## config.mk

```make
export PLATFORM = sky130hd
export DESIGN_NAME = gate_delay_multi
export DESIGN_NICKNAME = d
export VERILOG_FILES = /design/src/rtl/gate_dly_pkg.sv /design/src/rtl/gate_dly_chan.sv /design/src/rtl/gate_delay_multi.sv
export SDC_FILE = /design/constraint.sdc
export NUM_CORES = 2
export LEC_CHECK = 0
export CORE_MARGIN = 3
export CORE_UTILIZATION = 44
export CTS_BUF_LIST = sky130_fd_sc_hd__clkbuf_8
export CTS_CLUSTER_DIAMETER = 60
export DETAILED_ROUTE_END_ITERATION = 16
export DONT_BUFFER_PORTS = 1
export PLACE_DENSITY_LB_ADDON = 0.08
export SYNTH_ARGS = -nofsm -noshare
export SYNTH_HDL_FRONTEND = slang
export SYNTH_SLANG_ARGS = --single-unit
```

## constraint.sdc

```tcl
create_clock -name Clk -period 13.7 [get_ports Clk]
set_input_delay 2.74 -clock Clk [delete_from_list [all_inputs] [get_ports Clk]]
set_output_delay 2.74 -clock Clk [all_outputs]
set_load 0.02 [all_outputs]
```

## src/rtl/gate_dly_pkg.sv

```systemverilog
// gate_dly_pkg: channel FSM encoding and default sizing shared by gate_delay_multi
package gate_dly_pkg;
    localparam int GDM_NCH = 4;
    localparam int GDM_N = 32;
    typedef enum logic [1:0] {IDLE = 2'd0, DELAY = 2'd1, HIGH = 2'd2, HOLD = 2'd3} gdm_state_e;
endpackage

```

## src/rtl/gate_dly_chan.sv

```systemverilog
// gate_dly_chan: one trigger-to-gate channel; GDM_RETRIGGER_EN adds the Retrig input
module gate_dly_chan
    import gate_dly_pkg::*;
#(
    parameter int N = GDM_N
) (
    input  logic         Clk,
    input  logic         Rst,
    input  logic         Inp,
    input  logic         Pol,
    input  logic         En,
    input  logic [N-1:0] Delay,
    input  logic [N-1:0] Width,
`ifdef GDM_RETRIGGER_EN
    input  logic         Retrig,
`endif
    output logic         Q,
    output logic         Busy
);
    gdm_state_e state;
    logic s1, s2, s3, trig, go, done;
    logic [N-1:0] dcnt, wcnt, mcnt;
    assign trig = s2 & ~s3;
`ifdef GDM_RETRIGGER_EN
    assign go = En & trig & (state == IDLE || (Retrig && (state == DELAY || state == HIGH)));
`else
    assign go = En & trig & (state == IDLE);
`endif
    // follow mode closes the gate once its length catches up with the measured input
    assign done = (Width != '0) ? (wcnt == Width) : (wcnt == mcnt && !s2);
    always_ff @(posedge Clk or posedge Rst)
        if (Rst) begin
            s1 <= 1'b0;
            s2 <= 1'b0;
            s3 <= 1'b0;
            state <= IDLE;
            Q <= 1'b0;
            Busy <= 1'b0;
            dcnt <= '0;
            wcnt <= '0;
            mcnt <= '0;
        end else begin
            s1 <= Inp ^ Pol;
            s2 <= s1;
            s3 <= s2;
            if (go)
                mcnt <= N'(1);
            else if (state != IDLE && s2 && mcnt != '1)
                mcnt <= mcnt + N'(1);
            if (!En) begin
                state <= IDLE;
                Q <= 1'b0;
                Busy <= 1'b0;
            end else if (go) begin
                Busy <= 1'b1;
                if (Delay == '0) begin
                    state <= HIGH;
                    Q <= 1'b1;
                    wcnt <= N'(1);
                end else begin
                    state <= DELAY;
                    Q <= 1'b0;
                    dcnt <= Delay;
                end
            end else
                case (state)
                    IDLE: ;
                    DELAY:
                        if (dcnt == N'(1)) begin
                            state <= HIGH;
                            Q <= 1'b1;
                            wcnt <= N'(1);
                        end else
                            dcnt <= dcnt - N'(1);
                    HIGH:
                        if (done) begin
                            state <= HOLD;
                            Q <= 1'b0;
                        end else
                            wcnt <= wcnt + N'(1);
                    HOLD:
                        if (!s2) begin
                            state <= IDLE;
                            Busy <= 1'b0;
                        end
                endcase
        end
endmodule

```

## src/rtl/gate_delay_multi.sv

```systemverilog
// gate_delay_multi: NCH independent trigger gate/delay channels; GDM_RETRIGGER_EN adds the Retrig port
module gate_delay_multi
    import gate_dly_pkg::*;
#(
    parameter int NCH = GDM_NCH,
    parameter int N = GDM_N
) (
    input  logic             Clk,
    input  logic             Rst,
    input  logic [NCH-1:0]   Inp,
    input  logic [NCH-1:0]   Pol,
    input  logic [NCH-1:0]   En,
    input  logic [NCH*N-1:0] Delay,
    input  logic [NCH*N-1:0] Width,
`ifdef GDM_RETRIGGER_EN
    input  logic [NCH-1:0]   Retrig,
`endif
    output logic [NCH-1:0]   Q,
    output logic [NCH-1:0]   Busy
);
    for (genvar i = 0; i < NCH; i++) begin : g_ch
        gate_dly_chan #(.N(N)) u_chan (
            .Clk(Clk),
            .Rst(Rst),
            .Inp(Inp[i]),
            .Pol(Pol[i]),
            .En(En[i]),
            .Delay(Delay[i*N +: N]),
            .Width(Width[i*N +: N]),
`ifdef GDM_RETRIGGER_EN
            .Retrig(Retrig[i]),
`endif
            .Q(Q[i]),
            .Busy(Busy[i])
        );
    end
endmodule
```

==> results.py <==
metrics = {
    "run_status": {
        "status": "finished, final reports clean",
    },
    "floorplanning": {
        "design.die.area_um2": 63900,
        "initial_core_util": 0.450,
        "chipHeight_um": 253,
        "io_pins": 278,
        "dieWidth_um": 253,
        "rows": 89,
        "fp.coreArea_um2": 59600,
    },
    "pwr": {
        "p_int_mw": 2.71,
        "powerDensity_nw_per_um2": 151,
        "p_comb_frac": 0.272,
        "p_leak_nw": 11.9,
        "p_sw_mw": 1.67,
        "netSwitchingFraction": 0.382,
        "seqPwrFrac": 0.422,
        "power_frac_clock": 0.307,
        "irDropWorstVdd_uv": 98.8,
    },
    "critical_path": {
        "critPathSlowestCell": "buf_4",
        "worst_ep_arrival_time_ns": 5.81,
        "crit_start": "Rst",
        "cp_common_cell": "buf_4",
        "timing.rr.start": "g_ch[3].u_chan.state[0]$_DFFE_PP0P_",
        "crit_path_max_fanout": 79,
        "crit_chain": "clkinvlp_4 -> buf_4 -> buf_4 -> buf_4",
        "cp.required_ns": 14.30,
        "cp_top_family": "buffers and inverters",
        "cp_num_buf_inv": 4,
        "end_kind": "asynchronous set/reset pin",
        "slowest_delay_ns": 0.93,
        "crit_path_start_kind": "input port",
        "setup.worst_path.class": "in2async",
    },
    "cts": {
        "hold_buffers": 0,
        "tritoncts": "built",
        "h-tree-depth": 3,
        "cts_root_buf": "clkbuf_8",
        "clock-sinks": 412,
        "insertion_delay_ns": 0.67,
        "cts_resized": 0,
        "cts_made_buffers": 81,
        "clock_path_buffers": 3,
        "path_clk_slew_ns": 0.05,
        "postCtsSetupBuffers": 0,
    },
    "synth": {
        "synthesis.area_um2": 26800,
        "async_reset_ff_frac": 1.00,
        "yosysWarnings": 0,
        "synth_top_cell_by_area": "dfrtp_1",
        "ys_types": 87,
        "avgSynthCellArea_um2": 8.30,
        "synth_cells": 3227,
        "yosysTopAreaCellShare": 0.385,
        "synth_edf_count": 0,
        "seq_area_frac_synth": 0.385,
        "yosysMostFrequentCell": "dfrtp_1",
        "ys_ff_latch": 412,
        "yosys-top-cells-area": "dfrtp_1 (38%), xor2_1 (7.4%), o21ai_0 (5.4%)",
        "synth_commonest_cells": "dfrtp_1 (412), nor2_1 (315), o21ai_0 (288)",
        "syn-num-nets": 3537,
        "synth-main-ff-cell": "dfrtp_1",
    },
    "global_routing": {
        "antenna_found_initial": 1,
        "grt_pass1_wl_mm": 129,
        "grt_usage": 0.249,
        "grt_max_degree": 179,
        "overflow": 0,
        "grt_pass1_vias": 23500,
    },
    "min_path": {
        "hp-start": "g_ch[0].u_chan.s1$_DFF_PP0_",
        "min_path_type": "reg2reg",
    },
    "sta": {
        "setup_viol": 0,
        "hold_viol": 0,
        "tightest_slew_ns": 1.04,
        "drv_slew": 0,
        "skew_ns": 0.0325,
        "slew_headroom": 0.305,
        "period_minus_slack_ns": 5.21,
        "setup_tns_ns": 0,
        "rsz0062_at_grt": "false",
        "fmax_mhz": 192,
        "period_share": 0.381,
        "holdWs_ns": 0.347,
    },
    "routing": {
        "routedWlPerCell_um": 20.3,
        "via_count": 24200,
        "first_pass_iters": 5,
        "drt_iter0_drc": 1908,
        "wl_mm": 80.8,
        "ant_nets": 0,
        "drc_errors": 0,
        "vias_per_cell": 6.09,
    },
    "run": {
        "drv_cap": 0,
    },
    "final_layout": {
        "nNetsFinal": 3444,
        "final_core_utilization": 0.486,
        "drive_gt1_frac": 0.0678,
        "fin_cells": 3975,
        "area_delta_synth_final_pct": 8.04,
    },
    "place": {
        "portBuffers": 0,
        "placedCellCount": 3824,
        "routabilityCongestion": 0.879,
        "dp_hpwl_mm": 56.7,
    },
}
-- stage by stage --
stage | power [mW] | setup WS (ns) | area, µm²
2_1_floorplan | 2.71 | 5.41 | 26800
3_3_place_gp | 3.00 | 7.67 | 27200
3_5_place_dp | 3.04 | 7.59 | 27200
4_1_cts | 4.41 | 8.33 | 28900
5_1_grt | 4.68 | 7.95 | 28900
6_report | 4.38 | 8.49 | 28900
-- cells in the final DEF, fill, tap and decap left out, drive strengths merged, types with 111 or more instances in the layout --
cell    synthesis  routed
a21oi         236     236
clkbuf        169     111
dfrtp         412     412
nand2         272     272
nand3         146     146
nand4         117     117
nor2          315     315
nor4          144     144
o21ai         311     311
xnor2         140     140
xor2          226     226
-- final cells by class --
class                           count  area [µm²]
Antenna cell                        1        2.50
Multi-Input combinational cell   2548       15400
Sequential cell                   412       10300
Tap cell                          773         967
Fill cell                        5822       30600
Inverter                           62         236
Clock inverter                     39         241
Clock buffer                      111        1530
Timing Repair Buffer               29         230
-- path summary, 6_finish.rpt --
check                                                 endpoint  cells after the start  slack [ns]
hold / removal                     g_ch[0].u_chan.s2$_DFF_PP0_                      0        0.35
setup reg to reg           g_ch[3].u_chan.wcnt[23]$_DFFE_PP0P_                     10        9.79
min in group asynchronous   g_ch[0].u_chan.dcnt[6]$_DFFE_PP0P_                      1        2.03
max in group Clk           g_ch[3].u_chan.wcnt[23]$_DFFE_PP0P_                      8        8.52
setup / recovery            g_ch[2].u_chan.mcnt[8]$_DFFE_PP0P_                      4        8.49
hold reg to reg                    g_ch[0].u_chan.s2$_DFF_PP0_                      0        0.35
-- power groups by stage --
stage / registers [mW] / logic, mW / clock network, mW
3_3_place_gp: 1.85 / 1.15 / 0
5_1_grt: 1.89 / 1.35 / 1.44
6_report: 1.85 / 1.19 / 1.34
2_1_floorplan: 1.74 / 0.975 / 0
4_1_cts: 1.84 / 1.19 / 1.39
3_5_place_dp: 1.86 / 1.18 / 0
-- sequential cells by signal (all words and copies together) (netlist names) --
name	cells
g_ch.u_chan.mcnt	128
g_ch.u_chan.s3	4
g_ch.u_chan.Q	4
g_ch.u_chan.s1	4
g_ch.u_chan.s2	4
g_ch.u_chan.dcnt	128
g_ch.u_chan.Busy	4
g_ch.u_chan.wcnt	128
g_ch.u_chan.state	8
-- cells by family after synthesis --
group                    synth area share
adder cells (fa/ha/maj)            0.0187
AO/OA/AOI/OAI                       0.175
multiplexers                      0.00537
flip-flops                          0.385
XOR/XNOR                            0.120
AND/OR/NAND/NOR                     0.256
buffers and inverters              0.0405
-- layer usage --
metal  track usage  wire, µm  vias up
li1              -         -    11500
met1         0.355     37300    11800
met2         0.378     35900      745
met3        0.0566      5670      138
met4        0.0705      1910        0
met5             0         0        -
Note: power is estimated with default switching activity, not from simulation.
